**config.mk**
```make
export PLATFORM = sky130hd
export DESIGN_NAME = unit_fetch_ctx
export DESIGN_NICKNAME = d
export VERILOG_FILES = /design/src/rtl/unit_fetch_ctx.sv
export SDC_FILE = /design/constraint.sdc
export NUM_CORES = 1
export LEC_CHECK = 0
export CORE_UTILIZATION = 48
export CTS_CLUSTER_DIAMETER = 120
export CTS_CLUSTER_SIZE = 40
export DETAILED_ROUTE_END_ITERATION = 12
export GPL_ROUTABILITY_DRIVEN = 0
export PLACE_DENSITY = 0.89
export SLEW_MARGIN = 20
export SYNTH_ARGS = -nofsm -noshare
export SYNTH_HDL_FRONTEND = slang
export SYNTH_SLANG_ARGS = --single-unit
```
**constraint.sdc**
```tcl
create_clock -name clk -period 4 [get_ports clk]
set_input_delay 0.6 -clock clk [delete_from_list [all_inputs] [get_ports clk]]
set_output_delay 0.6 -clock clk [all_outputs]
set_load 0.005 [all_outputs]
```
**src/rtl/unit_fetch_ctx.sv**
```systemverilog
`default_nettype none
// ============================================================================
// Module   : unit_fetch_ctx
// Purpose  : Multi-context program counter and instruction fetch unit for the
//            multicycle processor. Holds one PC per process context (the BIOS
//            context being the kernel), fetches from synchronous instruction
//            memory, and handles BIOS-driven context switches, BIOS loading of
//            non-active PCs, and quantum-based preemption back to BIOS.
// Ports    : clk, reset (sync, active-high)
//            stall, pc_write, next_pc            - EXEC control / retirement
//            ctx_switch_req/target, ctx_switch_ack - explicit context switch
//            ctx_load, ctx_load_sel, ctx_load_pc - BIOS write of a non-active PC
//            preempt_en                          - enables the quantum counter
//            imem_addr, imem_rdata               - instruction memory
//            inst, inst_valid, pc, ret_addr      - to the datapath
//            active_ctx, in_bios, preempt, saved_ctx - context status
// Revision : 1.0 - initial release
// ============================================================================
module unit_fetch_ctx #(
    parameter int                  ADDR_W   = 32,
    parameter int                  INST_W   = 32,
    parameter int                  NUM_CTX  = 4,
    parameter int                  CTX_W    = 2,
    parameter logic [CTX_W-1:0]    BIOS_CTX = '0,
    parameter logic [ADDR_W-1:0]   RESET_PC = '0,
    parameter int                  QUANTUM  = 64
) (
    input  logic              clk,
    input  logic              reset,
    input  logic              stall,
    input  logic              pc_write,
    input  logic [ADDR_W-1:0] next_pc,
    input  logic              ctx_switch_req,
    input  logic [CTX_W-1:0]  ctx_switch_target,
    output logic              ctx_switch_ack,
    input  logic              ctx_load,
    input  logic [CTX_W-1:0]  ctx_load_sel,
    input  logic [ADDR_W-1:0] ctx_load_pc,
    input  logic              preempt_en,
    output logic [ADDR_W-1:0] imem_addr,
    input  logic [INST_W-1:0] imem_rdata,
    output logic [INST_W-1:0] inst,
    output logic              inst_valid,
    output logic [ADDR_W-1:0] pc,
    output logic [ADDR_W-1:0] ret_addr,
    output logic [CTX_W-1:0]  active_ctx,
    output logic              in_bios,
    output logic              preempt,
    output logic [CTX_W-1:0]  saved_ctx
);

    // Counter only needs to reach QUANTUM-1: the retirement that would take
    // it to QUANTUM goes to SWITCH, which clears it.
    localparam int                 c_CNT_W   = (QUANTUM > 1) ? $clog2(QUANTUM) : 1;
    localparam logic [c_CNT_W-1:0] c_CNT_LAST = c_CNT_W'(QUANTUM - 1);
    localparam logic [CTX_W:0]     c_NUM_CTX  = (CTX_W + 1)'(NUM_CTX);

    localparam logic [1:0] c_ST_FETCH  = 2'd0;
    localparam logic [1:0] c_ST_EXEC   = 2'd1;
    localparam logic [1:0] c_ST_SWITCH = 2'd2;

    logic [ADDR_W-1:0]  r_pc_file [NUM_CTX];
    logic [1:0]         r_state;
    logic [CTX_W-1:0]   r_active_ctx;
    logic [CTX_W-1:0]   r_saved_ctx;
    logic [INST_W-1:0]  r_inst;
    logic               r_inst_valid;
    logic               r_ack;
    logic               r_preempt;
    logic               r_sw_is_preempt;
    logic [c_CNT_W-1:0] r_count;

    logic               w_in_bios;
    logic               w_retire;
    logic               w_preempt_hit;
    logic               w_explicit;
    logic               w_load_ok;
    logic               w_target_ok;

    assign w_in_bios     = (r_active_ctx == BIOS_CTX);
    assign w_retire      = (r_state == c_ST_EXEC) && !stall && pc_write;
    assign w_preempt_hit = w_retire && !w_in_bios && preempt_en && (r_count == c_CNT_LAST);
    // A request seen outside BIOS is simply not acted on; it remains pending
    // on the input until BIOS is active again.
    assign w_explicit    = ctx_switch_req && w_in_bios;
    assign w_load_ok     = ctx_load && w_in_bios && (ctx_load_sel != r_active_ctx) &&
                           ({1'b0, ctx_load_sel} < c_NUM_CTX);
    assign w_target_ok   = ({1'b0, ctx_switch_target} < c_NUM_CTX);

    // PC file: a retire writes the active entry, a BIOS load writes a
    // different entry, so both can apply in the same cycle.
    always_ff @(posedge clk) begin
        for (int i = 0; i < NUM_CTX; i++) begin
            if (reset) begin
                r_pc_file[i] <= RESET_PC;
            end else if (w_retire && (CTX_W'(i) == r_active_ctx)) begin
                r_pc_file[i] <= next_pc;
            end else if (w_load_ok && (CTX_W'(i) == ctx_load_sel)) begin
                r_pc_file[i] <= ctx_load_pc;
            end
        end
    end

    // Control state machine
    always_ff @(posedge clk) begin
        if (reset) begin
            r_state         <= c_ST_FETCH;
            r_active_ctx    <= BIOS_CTX;
            r_saved_ctx     <= BIOS_CTX;
            r_inst          <= '0;
            r_inst_valid    <= 1'b0;
            r_ack           <= 1'b0;
            r_preempt       <= 1'b0;
            r_sw_is_preempt <= 1'b0;
            r_count         <= '0;
        end else begin
            // ack/preempt are high only for the SWITCH cycle that follows
            // the retiring edge.
            r_ack     <= 1'b0;
            r_preempt <= 1'b0;
            case (r_state)
                c_ST_FETCH: begin
                    r_inst       <= imem_rdata;
                    r_inst_valid <= 1'b1;
                    r_state      <= c_ST_EXEC;
                end
                c_ST_EXEC: begin
                    if (w_retire) begin
                        r_inst_valid <= 1'b0;
                        if (w_preempt_hit) begin
                            r_state         <= c_ST_SWITCH;
                            r_sw_is_preempt <= 1'b1;
                            r_preempt       <= 1'b1;
                        end else if (w_explicit) begin
                            r_state         <= c_ST_SWITCH;
                            r_sw_is_preempt <= 1'b0;
                            r_ack           <= 1'b1;
                        end else begin
                            r_state <= c_ST_FETCH;
                            if (!w_in_bios && preempt_en) begin
                                r_count <= r_count + c_CNT_W'(1);
                            end
                        end
                    end
                end
                c_ST_SWITCH: begin
                    r_count <= '0;
                    r_state <= c_ST_FETCH;
                    if (r_sw_is_preempt) begin
                        r_saved_ctx  <= r_active_ctx;
                        r_active_ctx <= BIOS_CTX;
                    end else if (w_target_ok) begin
                        r_active_ctx <= ctx_switch_target;
                    end
                end
                default: begin
                    r_state <= c_ST_FETCH;
                end
            endcase
        end
    end

    assign pc             = r_pc_file[r_active_ctx];
    assign imem_addr      = pc;
    assign ret_addr       = pc + ADDR_W'(1);
    assign inst           = r_inst;
    assign inst_valid     = r_inst_valid;
    assign active_ctx     = r_active_ctx;
    assign in_bios        = w_in_bios;
    assign ctx_switch_ack = r_ack;
    assign preempt        = r_preempt;
    assign saved_ctx      = r_saved_ctx;

endmodule
`default_nettype wire

```
Word level (Yosys, flattened, before mapping)
Memories as Yosys holds them, arrays and structs flattened. A register that Yosys moved wholly into a read port is not among the register bits.
Index checks and enable logic that the tools add are counted.
{ "classes": {"n_reduce_logical": 31, "addsub": 2, "bitwise": 10, "n_mux": 56, "n_eq_ne": 14} }
{ "ops": {"columns": ["operator", "count"], "rows": [
  ["$mux W32", 8],
  ["$mux W1", 35],
  ["$add A32 B1 Y32 const B", 1],
  ["$mux W6", 4],
  ["$logic_and A1 B1 Y1", 17],
  ["$mux W2", 6],
  ["$pmux W6 S2", 1],
  ["$eq A2 B2 Y1 const A", 4],
  ["$or A1 B1 Y1", 8],
  ["$add A6 B1 Y6 const B", 1],
  ["$eq A6 B6 Y1 const B", 1],
  ["$logic_not A2 Y1", 3],
  ["$ne A2 B2 Y1 const B", 3],
  ["$reduce_bool A2 Y1", 3],
  ["$reduce_and A5 Y1", 1],
  ["$eq A1 B2 Y1 const A", 2],
  ["$pmux W2 S2", 1],
  ["$reduce_and A2 Y1", 2],
  ["$reduce_or A4 Y1", 1],
  ["$reduce_and A3 Y1", 1],
  ["$reduce_or A3 Y1", 1],
  ["$eq A2 B1 Y1 const B", 1],
  ["$eq A2 B2 Y1 const B", 1],
  ["$logic_not A1 Y1", 2],
  ["4 further kinds", 5]
]} }
{ "word_totals": {"word_cells": 123, "ram_bits": 128, "regBits": 48, "memories": 1, "output_inout_bits": 136} }
{ "mem_list": {"columns": ["name", "depth", "word_bits", "read_ports", "rd_ports_with_merged_regs", "write_ports", "line", "text"], "rows": [
  ["r_pc_file", 4, 32, 1, 1, 4, "62", "logic [ADDR_W-1:0] r_pc_file [NUM_CTX];"]
]} }

Longest topological paths before layout
{ "logic_depth": {"ltp_word": 9, "ltp_mapped": 8} }

Least setup slack after synthesis
No wires, ideal clock.
{ "synth_path": {"path_kind": "reg-to-reg", "start": "register r_active_ctx[0] (netlist: active_ctx[0])", "end": "memory r_pc_file[3][0], enable pin", "setup_ns": 0.466, "slack_ns": 0.307, "stages_incl_launch_ff": 5, "n_path_buf": 1, "t_arrival_ns": 3.227, "cell_sequence": "dfxtp_1 clkbuf_1 nor2_1 nand3_1 o21ai_0"} }
{ "synth_lines": {"columns": ["item", "line", "text"], "rows": [
  ["start: declaration", "64", "logic [CTX_W-1:0] r_active_ctx;"],
  ["start signal: assignment", "153", "r_active_ctx <= ctx_switch_target;"],
  ["end: declaration", "62", null]
]} }

==> metrics.md <==
| Metric | Value |
|---|---|
| Post-CTS setup buffer count | 0 |
| Fmax | 0.263 GHz |
| GRT Overall Usage | 25.8% |
| Final Hold Vio Count | 0 |
| Post-CTS sizing | 0 |
| Placed standard-cell area | 11000 um2 |
| Req. time, crit path | 3.40 ns |
| Clk slew on worst S/H paths | 0.06 ns |
| Leakage power | 4.28 nW |
| Hold-fix buffers, CTS | 0 |
| Power density over cell area | 379 nW/um2 |
| Largest net degree at the start of global routing | 48 |
| Core area | 17400 um2 |
| Critical Path End Type | primary output |
| Final worst path period share | 95.2% |
| Final #Nets | 981 |
| Yosys top cell by area | edfxtp_1 |
| Synthesized area | 8600 um2 |
| Via Count | 6602 |
| Routed len/inst | 21.1 um |
| Critical path's top delay family | buffers and inverters |
| Port Buffers | 242 |
| Share of the yosys chip area belonging to registers | 56.4% |
| Placed cell count | 1078 |
| FF-to-FF path depth | 4 |
| Primary FF master, synth | edfxtp_1 |
| Unique masters post-synth | 45 |
| Row cnt | 48 |
| Mapped Cells | 672 |
| Critical Path Start Type | flip-flop |
| Worst-path fanout max | 9 |
| Die area | 18400 um2 |
| Final Skew | 0.00557 ns |
| DRT antenna net count | 0 |
| Layout fillers | 1212 |
| Yosys reg bits | 178 |
| First-pass GRT wire length | 35200 um |
| Overflow after GRT | 0 |
| Slew HR | 36.7% |
| Reg2reg start | active_ctx[1] |
| Syn nets | 781 |
| Overall Power | 4.43 mW |
| I/O pin count | 243 |
| CTS tree | yes |
| Final std cell area, no fill | 11700 um2 |
| Worst vdd ir | 0.275 mV |
| Bufs and invs on worst path | 2 |
| Share of cells above drive strength 1 | 8.70% |
| Post-synthesis area per instance | 12.8 um2 |
| Initial Utilization | 49.4% |
| Setup TNS | 0 ns |
| Top cells by area, synth | edfxtp_1 45%, dfxtp_1 12%, a22o_1 9.8% |
| Area grow syn2layout | 35.9% |
| Reg2Reg Setup Slack | 1.62 ns |
| Initial antenna violation count | 2 |
| Worst hold stages | 2 |
| Unrepaired setup endpoints after global routing | false |
| Max Root-Sink Buffers | 2 |
| Stages on worst setup path | 8 |
| First-pass iteration count of the detailed router | 5 |
| Root Driver | clkbuf_16 |
| CTS buffer count | 17 |
| Status | finished clean |
| Worst Hold Class | flip-flop to flip-flop |
| Final min period | 3.81 ns |
| Die Y | 136 um |
| Critical path type | flip-flop to primary output |
| Final HPWL DP | 15200 um |
| Slew Limit Fails | 0 |
| Syn. warnings | 0 |
| DR iter-0 viols | 688 |
| Async SR Flop Fraction | 0% |
| Final non-filler cell total | 1111 |
| Post-Route WL | 23500 um |
| WP data arrival | 3.21 ns |
| Vias per cell | 5.94 |
| Post-synth EDFFs | 128 |
| Crit-path slowest cell | clkdlybuf4s50_1 |
| MaxCap Viol Count | 0 |
| Yosys top cell area share | 44.7% |
| Slowest cell delay on critical path | 0.53 ns |
| Die Span X | 136 um |
| CTS Sinks | 178 |
| RR Endpoint | r_pc_file[2][31] |
| Vias in the first global route | 6666 |
| Worst-Margin Slew | 0.950 ns |
| Hold WS | 0.453 ns |
| CP Cell Sequence | buf_4 > mux4_2 > ha_1 > nand3_4 > nor3_4 > nand4_1 > xnor2_1 > clkdlybuf4s50_1 |
| H-tree depth | 4 |
| DRC | 0 |
| Critical Path End | ret_addr[26] |
| Final setup fails | 0 |
| Clock latency on the worst-skew pair | 0.42 ns |
metrics by stage:
step / util, % / setup slack, ns
final: 67.1 / 0.194
after floorplan: - / 0.307
after detailed placement: 63.4 / 0.636
after CTS: 67.0 / 0.151
after global routing: 67.0 / 0.0147
after global placement: 63.4 / 0.704
where the power goes:
group	leakage (nW)	switching, mW	internal, mW
clock	0.310	0.672	1.10
sequential	1.75	0.0356	2.08
combinational	2.22	0.241	0.307
total	4.28	0.949	3.48
layer usage:
metal  vias to the layer above  global-route usage [%]  wire (um)
met5                         -                       0         13
met4                         2                    10.1        497
met3                        43                    7.16       2370
met2                       444                    45.5      11900
met1                      3190                    29.4       8660
li1                       2923                       -          -
sequential cells by signal, indices dropped and copies added, names as in the netlist, named ones only:
register and count:
r_pc_file 128, inst 32, r_count 6, active_ctx 2
r_state 2, saved_ctx 2, ctx_switch_ack 1, inst_valid 1
preempt 1, r_sw_is_preempt 1
synth_stat cells, types with 6 or more instances:
| master | count |
|---|---|
| nand3_1 | 18 |
| a22o_1 | 96 |
| xnor2_1 | 23 |
| nor3_1 | 8 |
| xor2_1 | 12 |
| buf_4 | 32 |
| dfxtp_1 | 50 |
| and2_1 | 36 |
| edfxtp_1 | 128 |
| nand2_1 | 81 |
| nor2_1 | 21 |
| a21oi_1 | 38 |
| nand4_1 | 6 |
| mux4_2 | 13 |
| clkbuf_1 | 35 |
| mux4_1 | 19 |
area by class of cell:
cell class / instances / area, um2 / share of cell area (%)
multi-input combinational: 413 / 3340 / 28.6
timing repair buffer: 257 / 2560 / 21.9
antenna: 1 / 2.50 / 0.0214
tap: 225 / 282 / 2.41
clock inverter: 8 / 150 / 1.29
clock buffer: 24 / 482 / 4.12
inverter: 5 / 18.8 / 0.161
sequential: 178 / 4850 / 41.5
logic make-up (layout without fill, tap and decap cells):
group                      after synthesis  after routing  share of synthesized area (%)
adders and majority gates                2              2                          0.291
xor gates and xnor gates                35             35                           3.57
DFF                                    178            178                           56.4
buffers and inverters                   81            294                           5.53
muxes                                   34             34                           9.45
and+or+nand+nor                        200            200                           12.2
other                                    0              1                              0
AOI/OAI and AO/OA                      142            142                           12.6
how the worst min path moves through the flow:
stage,from,to
final,inst[15],inst[15]
after global routing,inst[25],inst[25]
after CTS,inst[15],inst[15]
after detailed placement,inst[16],inst[16]
after global placement,inst[15],inst[15]
after floorplan,r_count[1],r_count[1]
cells in the final DEF, fill, tap and decap left out, drive strengths merged:
cell           synthesis  layout
clkdlybuf4s50          0     242
edfxtp               128     128
a22o                  96      96
nand2                 81      81
dfxtp                 50      50
a21oi                 38      38
and2                  37      37
mux4                  32      32
clkbuf                36      24
xnor2                 23      23
nor2                  21      21
nand3                 20      20
buf                   40      15
xor2                  12      12
nor3                   9       9
nand4                  7       7
and3                   6       6
inv                    5       6
nand2b                 5       5
bufinv                 0       4
o21ai                  4       4
and4                   3       3
nor3b                  3       3
clkinv                 0       3
a31oi                  2       2
nand3b                 2       2
mux2i                  2       2
ha                     2       2
diode                  0       1
nor4                   1       1
nor4bb                 1       1
a21o                   1       1
a311o                  1       1
or2                    1       1
or3                    1       1
nand4bb                1       1
nand4b                 1       1
tightest hold or removal path, stage by stage, from the launching register on:
cell and delay, ns:
dfxtp_1 0.31, nand2_1 0.05, a21oi_1 0.05
Power figures use the tool's default switching activity.
==> variant 1, RTL diff (config.mk and constraints unchanged) <==
Change the parameter `QUANTUM` from 64 to 128.
--- a/src/rtl/unit_fetch_ctx.sv
+++ b/src/rtl/unit_fetch_ctx.sv
@@ -23,7 +23,7 @@
     parameter int                  CTX_W    = 2,
     parameter logic [CTX_W-1:0]    BIOS_CTX = '0,
     parameter logic [ADDR_W-1:0]   RESET_PC = '0,
-    parameter int                  QUANTUM  = 64
+    parameter int                  QUANTUM  = 128
 ) (
     input  logic              clk,
     input  logic              reset,
Check against the original RTL: same outputs for any inputs over 4 cycles, from zero or initial values and one cycle with reset high; that may be too few to reach the edited logic, so the function may still have changed.
==> variant 1 against the unedited design <==
Via count up 0.47%. Sequential cell count up 1. Cell area down 0.30%. Largest power group unchanged. Register-to-register slack better by 0.11 ns. Die area up 0.73%. Total power down 1.2%. Highest routed layer unchanged. Area after synthesis up 0.74%. Worst setup slack worse by 0.0054 ns. Routed wire length up 0.18%.
==> variant 1: results (changes against the unedited design) <==
VDD IR-drop max 316 uV (+15%); n_diodes 0 (-1); GRT met2 Usage 44.6% (-0.94 points); leakage 4.13 nW (-3.4%); hold wc startpoint inst[9]; met3 wire length 1990 um (-16%); post-synthesis sequential area ratio 56.2% (-0.18 points); # nets final 997 (+1.6%); reg2reg path depth 3 (-1); clock skew 0.0110 ns (+0.00544 ns); cell family with the largest share of critical-path delay simple AND/OR/NAND/NOR gates; largest net degree at the start of global routing 33 (-31%); placed cells 1094 (+1.5%); first-pass GRT wire length 35500 um (+0.92%); via count 6633 (+0.47%); top post-synthesis cells by count edfxtp_1, a22o_1, nand2_1; Net Sw Power 0.000996 W (+5.0%); Combinational Power 0.000555 W (+1%); Switching Fraction 22.7% (+1.3 points); synthesized area per cell 12.5 um^2 (-2.0%); Hold Path End inst[9]; Synth area leaders edfxtp_1, dfxtp_1, a22o_1; met2 WL 11800 um (-0.90%); Iter 0 DRT Violations 549 (-20%); status finished clean; met1 Track Usage GR 31.0% (+1.6 points); routing usage on met3 7.57% (+0.41 points); CP max FO 12 (+3); R2R Setup Slk 1.73 ns (+0.11 ns)
## variant 1: layout make-up
cell class	instances	area, um^2
Clock buffer	20	437
Clock inverter	12	155
Fill cell	1245	5830
Inverter	7	26.3
Multi-Input combinational cell	426	3340
Sequential cell	179	4870
Tap cell	225	282
Timing Repair Buffer	257	2530
## variant 1: logic make-up after synthesis
group / count (synthesis) / synth area share [%]
xor+xnor: 30 / 3.03
simple gates: 204 / 12.5
fa+ha+maj: 2 / 0.289
flops: 179 / 56.2
buf+inv: 86 / 5.97
compound gates: 158 / 13.7
mux: 32 / 8.41
## variant 1: how the worst max path moves through the flow
stage | start | endpoint | slack (ns) | cells past startpoint
floorplan | active_ctx[0] | r_pc_file[1][0] | 0.29 | 4
detailed placement | flop | ret_addr[31] | 0.49 | 7
global route | flop | ret_addr[28] | 0.02 | 7
finish | flop | ret_addr[31] | 0.19 | 7
CTS | flop | ret_addr[31] | 0.02 | 7
global placement | flop | ret_addr[26] | 0.59 | 7
==> variant 2, RTL diff (config.mk and constraints unchanged) <==
Without the edit above. Make the reset (`reset`) asynchronous in one clocked block.
--- a/src/rtl/unit_fetch_ctx.sv
+++ b/src/rtl/unit_fetch_ctx.sv
@@ -102,7 +102,7 @@
     end
 
     // Control state machine
-    always_ff @(posedge clk) begin
+    always_ff @(posedge clk or posedge reset) begin
         if (reset) begin
             r_state         <= c_ST_FETCH;
             r_active_ctx    <= BIOS_CTX;
Formal check against the unedited RTL: differs if reset is asserted again (counterexample within 4 cycles, from zero or initial values and one cycle with reset high); with reset held inactive, the same outputs for 4 cycles.
==> variant 2 against the unedited design <==
Fmax shrank 0.64%. Sequential cell count shrank 2. Via count shrank 7.1%. Routed wire length shrank 4.5%. Cell count shrank 5.0%. Largest power group unchanged. Hold slack gained 0.032 ns. Area after synthesis grew 0.60%. First-iteration DRC count shrank 36%. Cell area grew 0.35%. Sequential share of layout area grew 1.6 points. Worst setup slack lost 0.024 ns. Total power shrank 1.2%. Critical endpoint is now ret_addr[28].
==> variant 2: results (changes against the unedited design) <==
worst skew pair latency 0.42 ns (about the same); layout cells sized above 1 16.0% (+7.3 points); top post-synthesis cells by count edfxtp_1, a22o_1, dfrtp_1; n_diodes 0 (-1); post-synthesis sequential area ratio 58.3% (+2.0 points); vias in the first global route 6301 (-5.5%); Hold Slack 0.485 ns (+0.0321 ns); reg2reg end r_pc_file[3][12]; FFs w/ async S/R, synth 27.3% (+27 points); Synth Area in Adders 0.289% (-0.0017 points); mux contribution to synthesized area 12.7% (+3.2 points); Via density 5.81 (-2.2%); # nets final 926 (-5.6%); Total GRT Usage 25.1% (-0.65 points); Hold Path End saved_ctx[1]; Crit-path slowest cell clkdlybuf4s50_1; count of final hold-check violations 0 (unchanged); crit path DAT 3.23 ns (+0.02 ns); part of the power in the clock network 35.9% (-4.1 points); R2R Setup Slk 1.20 ns (-0.42 ns); clock skew 0.00595 ns (+0.000387 ns); CTS Root Cell clkbuf_16; overall routed net length 22400 um (-4.5%); XOR/XNOR Fraction of Synth Area 3.04% (-0.53 points); leakage 4.36 nW (+1.9%); initial antenna violation count 0 (-2); Initial DRT Pass Iterations 5 (unchanged); reg2reg path depth 5 (+1); slew margin rel. 35.0% (-1.7 points); compound-cell area share of the yosys netlist 11.5% (-1.1 points); Post-DP Area 11100 um^2 (+0.87%); Gate Count Post-Synth 602 (-10%); placed cells 1022 (-5.2%); Iter 0 DRT Violations 437 (-36%); first-pass GRT wire length 34200 um (-2.7%); CP max FO 16 (+7); Net Sw Power 0.000982 W (+3.5%); hold wc startpoint saved_ctx[1]; status finished clean; Placement Setup Slack 0.351 ns (-0.285 ns); largest register by flop count r_pc_file; clk pwr 0.00157 W (-11%); VDD IR-drop max 301 uV (+9.7%); via count 6134 (-7.1%); Synth area leaders edfxtp_1, dfrtp_1, a22o_1; dpl hpwl 15300 um (+0.88%); # fillers 1201 (-0.91%); WHS Path Cells 2 (unchanged); post-synth net total 711 (-9.0%)
## variant 2: worst reg2reg max path, cell delays in order, from the launching register on
cell	delay [ns]
dfrtp_4	0.66
buf_4	0.28
nor2_2	0.25
nand3_1	0.34
nor2_4	0.86
a22o_1	0.27
## variant 2: what timing repair did
action / 4_1_cts / 5_1_grt
pin swaps: 0 / 1
resized for setup: 1 / 1
setup buffers: 0 / 1
setup endpoints to repair: 8 / 8
## variant 2: cells by family after synthesis
logic type	after synthesis
AO/OA/AOI/OAI	120
XOR/XNOR	30
adder cells (fa/ha/maj)	2
buffers and inverters	78
flip-flops	176
multiplexers	65
AND/OR/NAND/NOR	131
## variant 2: layout make-up
cell class / count / area (um^2) / share of cell area, %
Inverter: 11 / 41.3 / 0.352
Sequential cell: 176 / 5050 / 43.1
Clock inverter: 8 / 51.3 / 0.438
Tap cell: 225 / 282 / 2.40
Clock buffer: 24 / 514 / 4.39
Timing Repair Buffer: 263 / 2580 / 22.0
Multi-Input combinational cell: 348 / 3200 / 27.3
## variant 2: worst max-delay path by stage
stage | from | end | slack (ns) | cells past startpoint
after global routing | active_ctx[0] | ret_addr[28] | -0.002 | 9
final | active_ctx[0] | ret_addr[28] | 0.17 | 9
after global placement | active_ctx[1] | ret_addr[28] | 0.45 | 6
after CTS | active_ctx[0] | ret_addr[28] | 0.03 | 7
after detailed placement | active_ctx[1] | ret_addr[28] | 0.35 | 6
after floorplan | active_ctx[1] | r_pc_file[1][0] | -0.06 | 6
## variant 2: metal layers
metal / vias to the layer above / routed length, um / track usage [%]
li1: 2742 / - / -
met1: 3015 / 8430 / 30.9
met2: 347 / 11500 / 42.3
met3: 30 / 2080 / 6.34
met4: 0 / 403 / 9.88
met5: - / 0 / 0
